## src/rtl/if_id_queue.sv

```systemverilog
// if_id_queue: DEPTH-entry instruction queue between fetch and decode, with a registered
// {pc, inst} output, bypass when empty, branch flush and stale-fetch suppression.
`default_nettype none

module if_id_queue #(
  parameter int DEPTH   = 4,
  parameter int ADDR_W  = 2,
  parameter int PC_W    = 32,
  parameter int INST_W  = 32,
  parameter int STALL_W = 6
) (
  input  logic                clk,
  input  logic                rst_n,
  input  logic                if_valid_i,
  input  logic [PC_W-1:0]     if_pc_i,
  input  logic [INST_W-1:0]   if_inst_i,
  output logic                if_ready_o,
  input  logic [STALL_W-1:0]  stall,
  input  logic                id_b_flag_i,
  input  logic                ex_b_flag_i,
  output logic [PC_W-1:0]     id_pc_o,
  output logic [INST_W-1:0]   id_inst_o,
  output logic                id_valid_o,
  output logic [ADDR_W:0]     count_o
);

  localparam logic [ADDR_W:0] FULL_CNT = (ADDR_W+1)'(DEPTH);
  localparam logic [ADDR_W:0] CNT_ONE  = (ADDR_W+1)'(1);
  localparam logic [ADDR_W-1:0] PTR_ONE = ADDR_W'(1);

  logic [PC_W-1:0]   pc_mem   [DEPTH];
  logic [INST_W-1:0] inst_mem [DEPTH];
  logic [ADDR_W-1:0] wr_ptr;
  logic [ADDR_W-1:0] rd_ptr;
  logic [ADDR_W:0]   count;
  logic [ADDR_W:0]   count_nxt;
  logic              drop_pending;

  logic flush;
  logic push_try;
  logic push_ok;
  logic advance;
  logic empty;
  logic pop;
  logic bypass;
  logic store;
  logic unused_stall;

  assign unused_stall = ^{stall[STALL_W-1:3], stall[0]};

  assign flush      = id_b_flag_i | ex_b_flag_i;
  assign if_ready_o = (count != FULL_CNT);
  assign push_try   = if_valid_i & if_ready_o & ~stall[1];
  // A push that arrives while the stale fetch is still owed is swallowed here.
  assign push_ok    = push_try & ~drop_pending & ~flush;
  assign advance    = ~stall[2];
  assign empty      = (count == '0);
  assign pop        = advance & ~empty & ~flush;
  assign bypass     = advance & empty & push_ok;
  assign store      = push_ok & ~bypass;
  assign count_o    = count;

  always_comb begin
    count_nxt = count;
    if (store && !pop)
      count_nxt = count + CNT_ONE;
    else if (pop && !store)
      count_nxt = count - CNT_ONE;
  end

  always_ff @(posedge clk) begin
    if (store) begin
      pc_mem[wr_ptr]   <= if_pc_i;
      inst_mem[wr_ptr] <= if_inst_i;
    end
  end

  always_ff @(posedge clk or negedge rst_n) begin
    if (!rst_n) begin
      wr_ptr       <= '0;
      rd_ptr       <= '0;
      count        <= '0;
      drop_pending <= 1'b0;
      id_pc_o      <= '0;
      id_inst_o    <= '0;
      id_valid_o   <= 1'b0;
    end else if (flush) begin
      wr_ptr       <= '0;
      rd_ptr       <= '0;
      count        <= '0;
      drop_pending <= stall[1];
      id_pc_o      <= '0;
      id_inst_o    <= '0;
      id_valid_o   <= 1'b0;
    end else begin
      if (push_try && drop_pending)
        drop_pending <= 1'b0;
      if (store)
        wr_ptr <= wr_ptr + PTR_ONE;
      if (pop)
        rd_ptr <= rd_ptr + PTR_ONE;
      count <= count_nxt;
      if (advance) begin
        if (pop) begin
          id_pc_o    <= pc_mem[rd_ptr];
          id_inst_o  <= inst_mem[rd_ptr];
          id_valid_o <= 1'b1;
        end else if (bypass) begin
          id_pc_o    <= if_pc_i;
          id_inst_o  <= if_inst_i;
          id_valid_o <= 1'b1;
        end else begin
          id_pc_o    <= '0;
          id_inst_o  <= '0;
          id_valid_o <= 1'b0;
        end
      end
    end
  end

endmodule

`default_nettype wire

```

## config.mk

```make
export PLATFORM = sky130hd
export DESIGN_NAME = if_id_queue
export DESIGN_NICKNAME = d
export VERILOG_FILES = /design/src/rtl/if_id_queue.sv
export SDC_FILE = /design/constraint.sdc
export NUM_CORES = 1
export LEC_CHECK = 0
export CELL_PAD_IN_SITES_DETAIL_PLACEMENT = 1
export CELL_PAD_IN_SITES_GLOBAL_PLACEMENT = 1
export CORE_UTILIZATION = 43
export DETAILED_ROUTE_END_ITERATION = 8
export GPL_ROUTABILITY_DRIVEN = 0
export PLACE_DENSITY = 0.85
export SYNTH_ARGS = -nofsm -noshare
export SYNTH_HDL_FRONTEND = slang
export SYNTH_SLANG_ARGS = --single-unit
```

## constraint.sdc

```tcl
create_clock -name clk -period 2.8 [get_ports clk]
set_input_delay 0.7 -clock clk [delete_from_list [all_inputs] [get_ports clk]]
set_output_delay 0.7 -clock clk [all_outputs]
set_load 0.02 [all_outputs]
```

==> results of run 1 <==
stage by stage:
step | utilization | worst slack (ns) | area (sq um)
6_report | 0.5555 | 0.1148 | 16030
3_3_place_gp | 0.5147 | 0.03747 | 14850
4_1_cts | 0.5552 | 0.006929 | 16020
5_1_grt | 0.5555 | 0.02749 | 16030
3_5_place_dp | 0.5147 | -0.1169 | 14850
2_1_floorplan | - | 0.1068 | 12700
area by class of cell:
class	instances	area, sq um	area share
clock buffers	48	975.9	0.06088
clock inverters	15	188.9	0.01178
inverters	6	22.52	0.001405
multi-input cells	276	2962	0.1847
flip-flops and latches	329	9523	0.5940
well taps	384	480.5	0.02997
repair buffers	180	1879	0.1172
routing by layer:
| metal | routed length, um | global-route usage | vias up |
|---|---|---|---|
| met2 | 16900 | 0.3808 | 261 |
| li1 | - | - | 3066 |
| met5 | 13 | 0 | - |
| met3 | 1796 | 0.03531 | 64 |
| met4 | 812 | 0.06944 | 2 |
| met1 | 13230 | 0.2916 | 3867 |
sequential cells by signal, indices dropped and copies added (netlist names):
register / flops
inst_mem: 128
wr_ptr: 2
drop_pending: 1
count_o: 3
pc_mem: 128
id_inst_o: 32
id_valid_o: 1
id_pc_o: 32
rd_ptr: 2
logic make-up (layout without fill, tap and decap cells):
family | after synthesis | count (layout) | synth area share
xor gates and xnor gates | 2 | 2 | 0.001380
and+or+nand+nor | 101 | 101 | 0.04544
DFF | 329 | 329 | 0.7495
AOI/OAI and AO/OA | 104 | 104 | 0.06505
adders and majority gates | 5 | 5 | 0.005520
muxes | 64 | 64 | 0.1135
buffers and inverters | 54 | 249 | 0.01961
worst max path at each step:
stage                                start                        to  cells past startpoint  slack (ns)
detailed placement              if_valid_i    count_o[1]$_DFFE_PN0P_                      9       -0.12
floorplan                         stall[1]  inst_mem[0][0]$_DFFE_PP_                      4        0.11
global route        count_o[1]$_DFFE_PN0P_                if_ready_o                      3        0.03
finish              count_o[1]$_DFFE_PN0P_                if_ready_o                      3        0.11
global placement                if_valid_i    count_o[1]$_DFFE_PN0P_                      9        0.04
CTS                 count_o[1]$_DFFE_PN0P_                if_ready_o                      3       0.007
where the power goes:
group | switching (uW) | leakage [uW] | internal, uW
clock network | 1850 | 0.000568 | 2820
registers | 22.3 | 0.00330 | 5300
logic | 278 | 0.00170 | 208
total | 2150 | 0.00557 | 8330
layout by cell type, fill, tap and decap left out, drive strengths merged, types with 7 or more instances in the layout:
| cell type | synthesis | final |
|---|---|---|
| clkinv | 0 | 9 |
| dfrtp | 73 | 73 |
| a221o | 37 | 37 |
| edfxtp | 256 | 256 |
| a221oi | 28 | 28 |
| buf | 18 | 43 |
| o21ai | 31 | 31 |
| clkdlybuf4s50 | 0 | 137 |
| nor3 | 11 | 11 |
| clkbuf | 30 | 48 |
| nor2 | 31 | 31 |
| and3 | 37 | 37 |
| inv | 6 | 7 |
| mux4 | 64 | 64 |
worst max-delay path, stage by stage (launching register included):
cell	delay [ns]
dfrtp_1	0.50
nor3b_4	0.29
inv_2	0.13
clkdlybuf4s50_1	0.55
what timing repair did:
| item | 4_1_cts | 5_1_grt |
|---|---|---|
| setup endpoints to repair | 1 | 1 |
| hold endpoints to repair | 0 | 0 |
| gates resized for setup | 1 | 1 |
| buffers inserted | 0 | 1 |
| pin swaps | 0 | 1 |
==> impl_metrics.prom, run 1 <==
# TYPE chip_impl_metric gauge
chip_impl_metric{name="fin_skew",unit="ns"} 0.01563
chip_impl_metric{name="clock_tree.buffer_depth",unit=""} 3
chip_impl_metric{name="die-width",unit="um"} 173.8
chip_impl_metric{name="fp.coreArea",unit="sq mm"} 0.02886
chip_impl_metric{name="drive_above_1_share",unit=""} 0.2049
chip_impl_metric{name="grt_pass1_vias",unit=""} 7960
chip_impl_metric{name="cap_viol_max_count",unit=""} 0
chip_impl_metric{name="p_leak",unit="uW"} 0.005574
chip_impl_metric{name="floorplan.rows",unit=""} 62
chip_impl_metric{name="layoutNonFillerInstCount",unit=""} 1238
chip_impl_metric{name="worst_ep_required_time",unit="ns"} 2.10
chip_impl_info{name="synth_area_leaders",value="edfxtp_1 61%, dfrtp_1 14%, mux4_2 11%"} 1
chip_impl_metric{name="worst_slew_margin_rel",unit=""} 0.5090
chip_impl_info{name="worst_setup_path_end_kind",value="output pin"} 1
chip_impl_info{name="yosys-top-cells-count",value="256 x edfxtp_1, 73 x dfrtp_1, 64 x mux4_2"} 1
chip_impl_metric{name="tns",unit="ns"} 0
chip_impl_metric{name="pin_count_of_the_biggest_net_entering_global_routing",unit=""} 68
chip_impl_metric{name="final_min_period_over_clock_period",unit=""} 0.9590
chip_impl_metric{name="cts_buffers",unit=""} 35
chip_impl_metric{name="finalMaxSlewViolations",unit=""} 0
chip_impl_info{name="ctsRootBufferMaster",value="clkbuf_16"} 1
chip_impl_metric{name="cts-hold-fix-buffers",unit=""} 0
chip_impl_info{name="reg2reg_from",value="count_o[1]$_DFFE_PN0P_"} 1
chip_impl_metric{name="die_area",unit="sq mm"} 0.03021
chip_impl_metric{name="placed_cells_incl_taps",unit=""} 1174
chip_impl_metric{name="synth_cell_types",unit=""} 39
chip_impl_metric{name="antenna_cells",unit=""} 0
chip_impl_metric{name="num_vias",unit=""} 7260
chip_impl_metric{name="max_clock_freq",unit="GHz"} 0.3724
chip_impl_metric{name="worst_slew_pin_slew",unit="ns"} 0.7365
chip_impl_metric{name="synth_cells",unit=""} 659
chip_impl_metric{name="sequential_element_share_of_the_synthesized_area",unit=""} 0.7495
chip_impl_metric{name="vdd_drop_max",unit="V"} 0.0004168
chip_impl_metric{name="yosys_warnings",unit=""} 0
chip_impl_metric{name="finalSetupViolations",unit=""} 0
chip_impl_metric{name="drt_drc",unit=""} 0
chip_impl_metric{name="timing_hold_violations_final",unit=""} 0
chip_impl_metric{name="grt_first_pass_wirelength",unit="um"} 50050
chip_impl_info{name="outcome",value="completed"} 1
chip_impl_metric{name="antenna_violating_nets_post_route",unit=""} 0
chip_impl_metric{name="detail_route.wirelength",unit="um"} 32750
chip_impl_metric{name="ys_ff_latch",unit=""} 329
chip_impl_info{name="yosys_most_used_dff",value="edfxtp_1"} 1
chip_impl_metric{name="die_h",unit="um"} 173.8
chip_impl_metric{name="floorplan.initialDensity",unit=""} 0.4399
chip_impl_metric{name="timing.critical_path.fanout_max",unit=""} 8
chip_impl_metric{name="synth.top_cell.area_share",unit=""} 0.6056
chip_impl_metric{name="antenna_found_initial",unit=""} 1
chip_impl_metric{name="finalNetCount",unit=""} 908
chip_impl_metric{name="routedWlPerCell",unit="um"} 26.46
chip_impl_metric{name="nFillCells",unit=""} 2600
chip_impl_metric{name="buffer_ports.inserted",unit=""} 139
chip_impl_metric{name="drtPass1Iterations",unit=""} 4
chip_impl_metric{name="tritoncts_num_sinks",unit=""} 329
chip_impl_info{name="tritoncts_clock_tree",value="done"} 1
chip_impl_metric{name="period_minus_slack",unit="ns"} 2.685
chip_impl_metric{name="synth.net_count",unit=""} 739
chip_impl_info{name="hold_path.class",value="input pin to async pin"} 1
chip_impl_metric{name="r2r_cells",unit=""} 8
chip_impl_metric{name="r2r_setup_slack",unit="ns"} 0.50
chip_impl_metric{name="clk-insertion-delay-late",unit="ns"} 0.52
chip_impl_info{name="criticalPathCategory",value="flip-flop to output pin"} 1
chip_impl_metric{name="pin_count",unit=""} 144
chip_impl_metric{name="crit_arrival",unit="ns"} 1.99
chip_impl_metric{name="ys_async_sr_fraction",unit=""} 0.2219
chip_impl_metric{name="post_drt_via_cell_ratio",unit=""} 5.864
chip_impl_metric{name="mappedNetlistArea",unit="sq mm"} 0.01269
chip_impl_info{name="synth.largest_area_cell",value="edfxtp_1"} 1
chip_impl_metric{name="hpwlAfterDp",unit="um"} 19770
chip_impl_metric{name="htreeDepth",unit=""} 2
chip_impl_metric{name="drt_iter0_drc",unit=""} 535
chip_impl_metric{name="globalRoute.totalOverflow",unit=""} 0
chip_impl_info{name="post-synth-top-count-cell",value="edfxtp_1"} 1
chip_impl_metric{name="avgSynthCellArea",unit="sq um"} 19.26
chip_impl_info{name="r2r-end",value="count_o[2]$_DFFE_PN0P_"} 1
chip_impl_metric{name="grt_util_all_layers",unit=""} 0.2222
chip_impl_metric{name="report.power.total",unit="uW"} 10480
chip_impl_info{name="worst_setup_path_start_kind",value="flip-flop"} 1
chip_impl_metric{name="power_per_cell_area",unit="mW/mm^2"} 654.0
chip_impl_metric{name="synth_edf_count",unit=""} 256
chip_impl_metric{name="area_growth_syn_to_layout",unit="%"} 26.29
chip_impl_info{name="rsz0062_at_grt",value="no"} 1
chip_impl_metric{name="worst_hold_margin",unit="ns"} 0.2046
chip_impl_metric{name="clock_transition_time_at_the_flip_flop_clock_pins_of_the_worst_setup_and_hold_paths",unit="ns"} 0.06
Power figures use the tool's default switching activity.
==> inputs of run 2 (changes only) <==
--- a/config.mk
+++ b/config.mk
@@ -8,8 +8,8 @@
 export CELL_PAD_IN_SITES_DETAIL_PLACEMENT = 1
 export CELL_PAD_IN_SITES_GLOBAL_PLACEMENT = 1
-export CORE_UTILIZATION = 43
+export CORE_UTILIZATION = 30
 export DETAILED_ROUTE_END_ITERATION = 8
 export GPL_ROUTABILITY_DRIVEN = 0
-export PLACE_DENSITY = 0.85
+export PLACE_DENSITY = 0.66
 export SYNTH_ARGS = -nofsm -noshare
 export SYNTH_HDL_FRONTEND = slang
==> constraint.sdc (replaced) <==
create_clock -name clk -period 2.8 [get_ports clk]
set_input_delay 0.56 -clock clk [delete_from_list [all_inputs] [get_ports clk]]
set_output_delay 0.56 -clock clk [all_outputs]
set_load 0.02 [all_outputs]
==> run 2 against run 1 <==
Flip-flop and latch count is the same. Critical endpoint unchanged. Critical path depth is the same. Wire length shrank 1.7%. Worst hold slack lost 0.13 ns. Setup slack gained 0.0056 ns.
==> impl_metrics.prom, run 2 (synthesized netlist as in run 1, its figures left out) <==
# TYPE chip_impl_metric gauge
chip_impl_metric{name="met2_wirelength",unit="um"} 15430
chip_impl_metric{name="timing.critical_path.depth",unit=""} 3
chip_impl_metric{name="sw_share",unit=""} 0.2103
chip_impl_metric{name="drt_iter0_drc",unit=""} 392
chip_impl_metric{name="worst_slew_pin_slew",unit="ns"} 0.7552
chip_impl_info{name="rsz0062_at_grt",value="no"} 1
chip_impl_metric{name="drive_above_1_share",unit=""} 0.2066
chip_impl_info{name="criticalPathCategory",value="flip-flop to output pin"} 1
chip_impl_info{name="ctsRootBufferMaster",value="clkbuf_16"} 1
chip_impl_metric{name="critical_path_buf_inv_count",unit=""} 2
chip_impl_metric{name="period_minus_slack",unit="ns"} 2.680
chip_impl_metric{name="slowest_delay",unit="ns"} 0.56
chip_impl_info{name="mostFrequentLayoutCells",value="256 x edfxtp_1, 137 x clkdlybuf4s50_1, 71 x dfrtp_1, 64 x mux4_2, 39 x clkbuf_16"} 1
chip_impl_metric{name="antenna_violating_nets_post_route",unit=""} 0
chip_impl_metric{name="final_min_period_over_clock_period",unit=""} 0.9570
chip_impl_metric{name="antenna_cells",unit=""} 0
chip_impl_metric{name="detail_route.wirelength",unit="um"} 32210
chip_impl_info{name="critical_path_cell_by_cell",value="nor3b_4, inv_2, clkdlybuf4s50_1"} 1
chip_impl_metric{name="tritoncts_num_sinks",unit=""} 329
chip_impl_metric{name="grt_util_all_layers",unit=""} 0.1510
chip_impl_metric{name="num_vias",unit=""} 7031
chip_impl_info{name="reg2reg_from",value="count_o[2]$_DFFE_PN0P_"} 1
chip_impl_metric{name="die-width",unit="um"} 207.7
chip_impl_metric{name="timing.critical_path.fanout_max",unit=""} 8
chip_impl_metric{name="grt_pass1_vias",unit=""} 7819
chip_impl_metric{name="finalSetupViolations",unit=""} 0
chip_impl_metric{name="antenna_found_initial",unit=""} 0
chip_impl_metric{name="drtPass1Iterations",unit=""} 4
chip_impl_metric{name="htreeDepth",unit=""} 2
chip_impl_info{name="r2r-end",value="count_o[2]$_DFFE_PN0P_"} 1
chip_impl_metric{name="layout.cell_area.non_filler",unit="sq mm"} 0.01623
chip_impl_metric{name="fp.coreArea",unit="sq mm"} 0.04129
chip_impl_metric{name="dr_wl_met3",unit="um"} 1285
chip_impl_info{name="tritoncts_clock_tree",value="done"} 1
chip_impl_info{name="worst_setup_path_end_kind",value="output pin"} 1
chip_impl_metric{name="hpwlAfterDp",unit="um"} 18760
chip_impl_metric{name="finalNetCount",unit=""} 904
chip_impl_metric{name="power_report.internal_total",unit="uW"} 8337
chip_impl_metric{name="pin_count",unit=""} 144
chip_impl_metric{name="cts-hold-fix-buffers",unit=""} 0
chip_impl_metric{name="globalRoute.totalOverflow",unit=""} 0
chip_impl_info{name="reg_top3",value="inst_mem x128, pc_mem x128"} 1
chip_impl_metric{name="cts_buffers",unit=""} 37
chip_impl_metric{name="grt_first_pass_wirelength",unit="um"} 49470
chip_impl_metric{name="max_clock_freq",unit="GHz"} 0.3732
chip_impl_metric{name="floorplan.rows",unit=""} 74
chip_impl_info{name="cpLargestDelayFamily",value="buffers and inverters"} 1
chip_impl_info{name="most_common_cell_after_layout_fill_and_taps_aside",value="edfxtp_1"} 1
chip_impl_metric{name="power_per_cell_area",unit="mW/mm^2"} 650.6
chip_impl_metric{name="clk-insertion-delay-late",unit="ns"} 0.51
chip_impl_info{name="worst_setup_path_endpoint",value="if_ready_o"} 1
chip_impl_metric{name="die_h",unit="um"} 207.7
chip_impl_info{name="worst_setup_path_start_kind",value="flip-flop"} 1
chip_impl_metric{name="die_area",unit="sq mm"} 0.04314
chip_impl_info{name="hold_path.class",value="input pin to async pin"} 1
chip_impl_metric{name="area_growth_syn_to_layout",unit="%"} 27.82
chip_impl_metric{name="p_comb_frac",unit=""} 0.046
chip_impl_metric{name="setup_ws",unit="ns"} 0.1204
chip_impl_metric{name="worst_slew_margin_rel",unit=""} 0.4965
chip_impl_metric{name="switching_power",unit="uW"} 2220
chip_impl_metric{name="p_leak",unit="uW"} 0.005578
chip_impl_metric{name="vdd_drop_max",unit="V"} 0.0002788
chip_impl_info{name="outcome",value="completed"} 1
chip_impl_metric{name="r2r_setup_slack",unit="ns"} 0.35
chip_impl_metric{name="finalMaxSlewViolations",unit=""} 0
chip_impl_metric{name="timing_hold_violations_final",unit=""} 0
chip_impl_metric{name="floorplan.initialDensity",unit=""} 0.3074
chip_impl_metric{name="cts.repair_timing.setup_buffer_count",unit=""} 0
chip_impl_metric{name="clock_power_share",unit=""} 0.449
chip_impl_metric{name="placed_cell_area",unit="sq mm"} 0.01501
chip_impl_metric{name="place_ws",unit="ns"} -0.02291
chip_impl_metric{name="pin_count_of_the_biggest_net_entering_global_routing",unit=""} 68
chip_impl_metric{name="routedWlPerCell",unit="um"} 23.27
chip_impl_info{name="startpoint",value="count_o[2]$_DFFE_PN0P_"} 1
chip_impl_metric{name="buffer_ports.inserted",unit=""} 139
chip_impl_metric{name="clock_tree.buffer_depth",unit=""} 3
chip_impl_metric{name="m1WireLength",unit="um"} 15000
chip_impl_metric{name="post_drt_via_cell_ratio",unit=""} 5.080
chip_impl_metric{name="cts-resized-gates",unit=""} 0
chip_impl_metric{name="crit_arrival",unit="ns"} 2.12
chip_impl_metric{name="clock_transition_time_at_the_flip_flop_clock_pins_of_the_worst_setup_and_hold_paths",unit="ns"} 0.06
chip_impl_metric{name="fin_skew",unit="ns"} 0.01483
chip_impl_metric{name="r2r_cells",unit=""} 8
chip_impl_metric{name="worst_ep_required_time",unit="ns"} 2.24
chip_impl_metric{name="cap_viol_max_count",unit=""} 0
chip_impl_info{name="crit_path_top_delay_cell",value="clkdlybuf4s50_1"} 1
chip_impl_metric{name="power_frac_seq",unit=""} 0.504
chip_impl_metric{name="drt_drc",unit=""} 0
chip_impl_info{name="route.top_layer_used",value="met4"} 1
## run 2: changes by cell type in the layout (fill, tap and decap cells not counted), sizes merged
cell / previous run / this run
inv: 7 / 9
clkinvlp: 1 / 2
buf: 43 / 37
clkinv: 9 / 13
clkbuf: 48 / 47
bufinv: 4 / 2
## run 2: stage by stage
stage | util | hold slack, ns | TNS (ns) | instances | power (uW)
finish | 0.3930 | 0.07864 | 0 | 1384 | 10560
global route | 0.3930 | 0.09556 | 0 | 1384 | 10910
CTS | 0.3928 | 0.07403 | 0 | 1384 | 10700
detailed placement | 0.3636 | 0.5149 | -0.02291 | 1317 | 5922
global placement | 0.3636 | 0.5097 | 0 | 1317 | 5908
floorplan | - | 0.2644 | 0 | 659 | 5592
## run 2: layer usage
metal / global-route usage / vias up
li1: - / 3063
met3: 0.02375 / 37
met5: 0 / -
met2: 0.2460 / 167
met1: 0.2119 / 3764
met4: 0.03678 / 0
## run 2: cell type report
cell class              instances  area [sq um]
inverters                       6         22.52
well taps                     532         665.6
clock buffers                  47          1036
repair buffers                174          1849
flip-flops and latches        329          9522
fillers                      4035         25070
clock inverters                20         170.2
multi-input cells             276          2962
## run 2: power by group through the flow
stage	registers (uW)	logic [uW]	clock network, uW
floorplan	5450	144	0
global placement	5420	485	0
detailed placement	5420	499	0
CTS	5320	501	4880
global route	5320	528	5060
finish	5320	490	4740
## run 2: how the worst min path moves through the flow
stage | startpoint | end | slack, ns | cells after the start
floorplan | rst_n | count_o[0]$_DFFE_PN0P_ | 0.26 | 0
global placement | id_pc_o[11]$_DFFE_PN0P_ | id_pc_o[11]$_DFFE_PN0P_ | 0.51 | 2
detailed placement | id_inst_o[20]$_DFFE_PN0P_ | id_inst_o[20]$_DFFE_PN0P_ | 0.51 | 2
CTS | rst_n | id_inst_o[24]$_DFFE_PN0P_ | 0.07 | 1
global route | rst_n | id_inst_o[24]$_DFFE_PN0P_ | 0.1 | 1
finish | rst_n | id_inst_o[24]$_DFFE_PN0P_ | 0.08 | 1
==> inputs of run 3 (changes only) <==
- REMOVE_ABC_BUFFERS: unset -> 1
- SLEW_MARGIN: unset -> 20
==> run 3 against run 2 <==
Cell count is 0.14% lower. Critical path type unchanged. Sequential share of layout area is 0.12 points higher. Combinational power is 2% lower. Maximum frequency is 1.9% higher. Final area is 0.20% lower.
==> impl_metrics.prom, run 3 (synthesized netlist as in run 1, its figures left out) <==
# TYPE chip_impl_metric gauge
chip_impl_metric{name="cap_viol_max_count",unit=""} 0
chip_impl_metric{name="placed_cell_area",unit="sq mm"} 0.01504
chip_impl_metric{name="clock_power_share",unit=""} 0.445
chip_impl_info{name="reg_top3",value="inst_mem x128, pc_mem x128"} 1
chip_impl_metric{name="finalMaxSlewViolations",unit=""} 0
chip_impl_metric{name="worst_hold_margin",unit="ns"} 0.02792
chip_impl_metric{name="drive_above_1_share",unit=""} 0.2035
chip_impl_metric{name="sw_share",unit=""} 0.2108
chip_impl_metric{name="area_growth_syn_to_layout",unit="%"} 27.57
chip_impl_metric{name="antenna_violating_nets_post_route",unit=""} 0
chip_impl_metric{name="worst_slew_margin_rel",unit=""} 0.4420
chip_impl_metric{name="die-width",unit="um"} 207.7
chip_impl_metric{name="r2r_cells",unit=""} 8
chip_impl_metric{name="floorplan.initialDensity",unit=""} 0.3074
chip_impl_metric{name="drtPass1Iterations",unit=""} 4
chip_impl_metric{name="grt_first_pass_wirelength",unit="um"} 50350
chip_impl_metric{name="cts_buffers",unit=""} 35
chip_impl_info{name="r2r-end",value="count_o[2]$_DFFE_PN0P_"} 1
chip_impl_info{name="worst_setup_path_start_kind",value="flip-flop"} 1
chip_impl_metric{name="die_h",unit="um"} 207.7
chip_impl_metric{name="fp.coreArea",unit="sq mm"} 0.04129
chip_impl_info{name="rsz0062_at_grt",value="no"} 1
chip_impl_metric{name="fin_skew",unit="ns"} 0.01189
chip_impl_metric{name="crit_arrival",unit="ns"} 2.07
chip_impl_metric{name="grt_pass1_vias",unit=""} 7687
chip_impl_metric{name="finalSetupViolations",unit=""} 0
chip_impl_metric{name="power_report.internal_total",unit="uW"} 8250
chip_impl_metric{name="finalNetCount",unit=""} 904
chip_impl_metric{name="buffer_ports.inserted",unit=""} 139
chip_impl_info{name="hold_path.class",value="input pin to async pin"} 1
chip_impl_metric{name="r2r_setup_slack",unit="ns"} 0.52
chip_impl_info{name="worst_setup_path_end_kind",value="output pin"} 1
chip_impl_metric{name="m1WireLength",unit="um"} 14990
chip_impl_metric{name="timing.critical_path.fanout_max",unit=""} 8
chip_impl_info{name="worst_setup_path_endpoint",value="if_ready_o"} 1
chip_impl_metric{name="clock_tree.buffer_depth",unit=""} 3
chip_impl_metric{name="pin_count_of_the_biggest_net_entering_global_routing",unit=""} 68
chip_impl_metric{name="p_leak",unit="uW"} 0.005558
chip_impl_info{name="criticalPathCategory",value="flip-flop to output pin"} 1
chip_impl_metric{name="switching_power",unit="uW"} 2204
chip_impl_metric{name="pin_count",unit=""} 144
chip_impl_metric{name="drt_iter0_drc",unit=""} 408
chip_impl_metric{name="num_vias",unit=""} 7064
chip_impl_metric{name="place_ws",unit="ns"} 0.09567
chip_impl_metric{name="cts-resized-gates",unit=""} 0
chip_impl_metric{name="htreeDepth",unit=""} 2
chip_impl_metric{name="setup_ws",unit="ns"} 0.1712
chip_impl_info{name="startpoint",value="count_o[2]$_DFFE_PN0P_"} 1
chip_impl_metric{name="globalRoute.totalOverflow",unit=""} 0
chip_impl_metric{name="antenna_found_initial",unit=""} 1
chip_impl_metric{name="grt_util_all_layers",unit=""} 0.1557
chip_impl_metric{name="antenna_cells",unit=""} 0
chip_impl_metric{name="floorplan.rows",unit=""} 74
chip_impl_metric{name="drt_drc",unit=""} 0
chip_impl_metric{name="layout.cell_area.non_filler",unit="sq mm"} 0.01619
chip_impl_metric{name="worst_ep_required_time",unit="ns"} 2.24
chip_impl_metric{name="detail_route.wirelength",unit="um"} 33060
chip_impl_info{name="reg2reg_from",value="count_o[2]$_DFFE_PN0P_"} 1
chip_impl_metric{name="final_min_period_over_clock_period",unit=""} 0.9389
chip_impl_metric{name="post_drt_via_cell_ratio",unit=""} 5.111
chip_impl_metric{name="period_minus_slack",unit="ns"} 2.629
chip_impl_metric{name="cts-hold-fix-buffers",unit=""} 0
chip_impl_info{name="outcome",value="completed"} 1
chip_impl_metric{name="dr_wl_met3",unit="um"} 1561
chip_impl_metric{name="clk-insertion-delay-late",unit="ns"} 0.52
chip_impl_metric{name="hpwlAfterDp",unit="um"} 19510
chip_impl_metric{name="p_comb_frac",unit=""} 0.046
chip_impl_metric{name="vdd_drop_max",unit="V"} 0.0003258
chip_impl_metric{name="tritoncts_num_sinks",unit=""} 329
chip_impl_metric{name="max_clock_freq",unit="GHz"} 0.3804
chip_impl_metric{name="power_frac_seq",unit=""} 0.509
chip_impl_metric{name="cts.repair_timing.setup_buffer_count",unit=""} 0
chip_impl_metric{name="worst_slew_pin_slew",unit="ns"} 0.8305
chip_impl_info{name="tritoncts_clock_tree",value="done"} 1
chip_impl_metric{name="timing_hold_violations_final",unit=""} 0
chip_impl_metric{name="met2_wirelength",unit="um"} 15730
chip_impl_metric{name="clock_transition_time_at_the_flip_flop_clock_pins_of_the_worst_setup_and_hold_paths",unit="ns"} 0.06
chip_impl_metric{name="power_per_cell_area",unit="mW/mm^2"} 645.5
chip_impl_info{name="mostFrequentLayoutCells",value="256 x edfxtp_1, 137 x clkdlybuf4s50_1, 71 x dfrtp_1, 64 x mux4_2"} 1
chip_impl_info{name="most_common_cell_after_layout_fill_and_taps_aside",value="edfxtp_1"} 1
chip_impl_info{name="ctsRootBufferMaster",value="clkbuf_16"} 1
chip_impl_metric{name="die_area",unit="sq mm"} 0.04314
chip_impl_metric{name="nFillCells",unit=""} 4021
chip_impl_metric{name="routedWlPerCell",unit="um"} 23.92
chip_impl_info{name="route.top_layer_used",value="met5"} 1
chip_impl_metric{name="tns",unit="ns"} 0
[run 3: layout make-up]
type	instances	area, sq um	area share
clock buffers	43	925.9	0.05717
repair buffers	176	1877	0.1159
well taps	532	665.6	0.04110
flip-flops and latches	329	9522	0.5880
clock inverters	20	220.2	0.01360
inverters	6	22.52	0.001391
multi-input cells	276	2962	0.1829
[run 3: power by group through the flow]
stage / Sequential (uW) / Clock (uW) / Combinational (uW)
after floorplan: 5450 / 0 / 117
after global routing: 5330 / 4940 / 521
after CTS: 5320 / 4790 / 492
final: 5320 / 4650 / 481
after global placement: 5420 / 0 / 479
after detailed placement: 5430 / 0 / 489
[run 3: worst min-delay path by stage]
| stage | to | cells past startpoint |
|---|---|---|
| 2_1_floorplan | count_o[0]$_DFFE_PN0P_ | 0 |
| 3_3_place_gp | id_inst_o[15]$_DFFE_PN0P_ | 2 |
| 3_5_place_dp | id_inst_o[31]$_DFFE_PN0P_ | 2 |
| 4_1_cts | id_inst_o[24]$_DFFE_PN0P_ | 1 |
| 5_1_grt | id_inst_o[16]$_DFFE_PN0P_ | 1 |
| 6_report | id_inst_o[24]$_DFFE_PN0P_ | 1 |
[run 3: metrics by stage]
stage / util / std cells / total power, uW
2_1_floorplan: - / 611 / 5571
3_3_place_gp: 0.3643 / 1319 / 5903
3_5_place_dp: 0.3643 / 1319 / 5916
4_1_cts: 0.3920 / 1382 / 10610
5_1_grt: 0.3922 / 1382 / 10790
6_report: 0.3922 / 1382 / 10450
[run 3: critical path: stages, from the launching register on]
cell and delay (ns):
dfrtp_1 0.49, nor3b_4 0.37, inv_2 0.13, clkdlybuf4s50_1 0.56
[run 3: routing by layer]
metal | global-route usage | vias up
met3 | 0.02572 | 47
met1 | 0.2197 | 3778
li1 | - | 3065
met2 | 0.2474 | 172
met4 | 0.04623 | 2
met5 | 0 | -
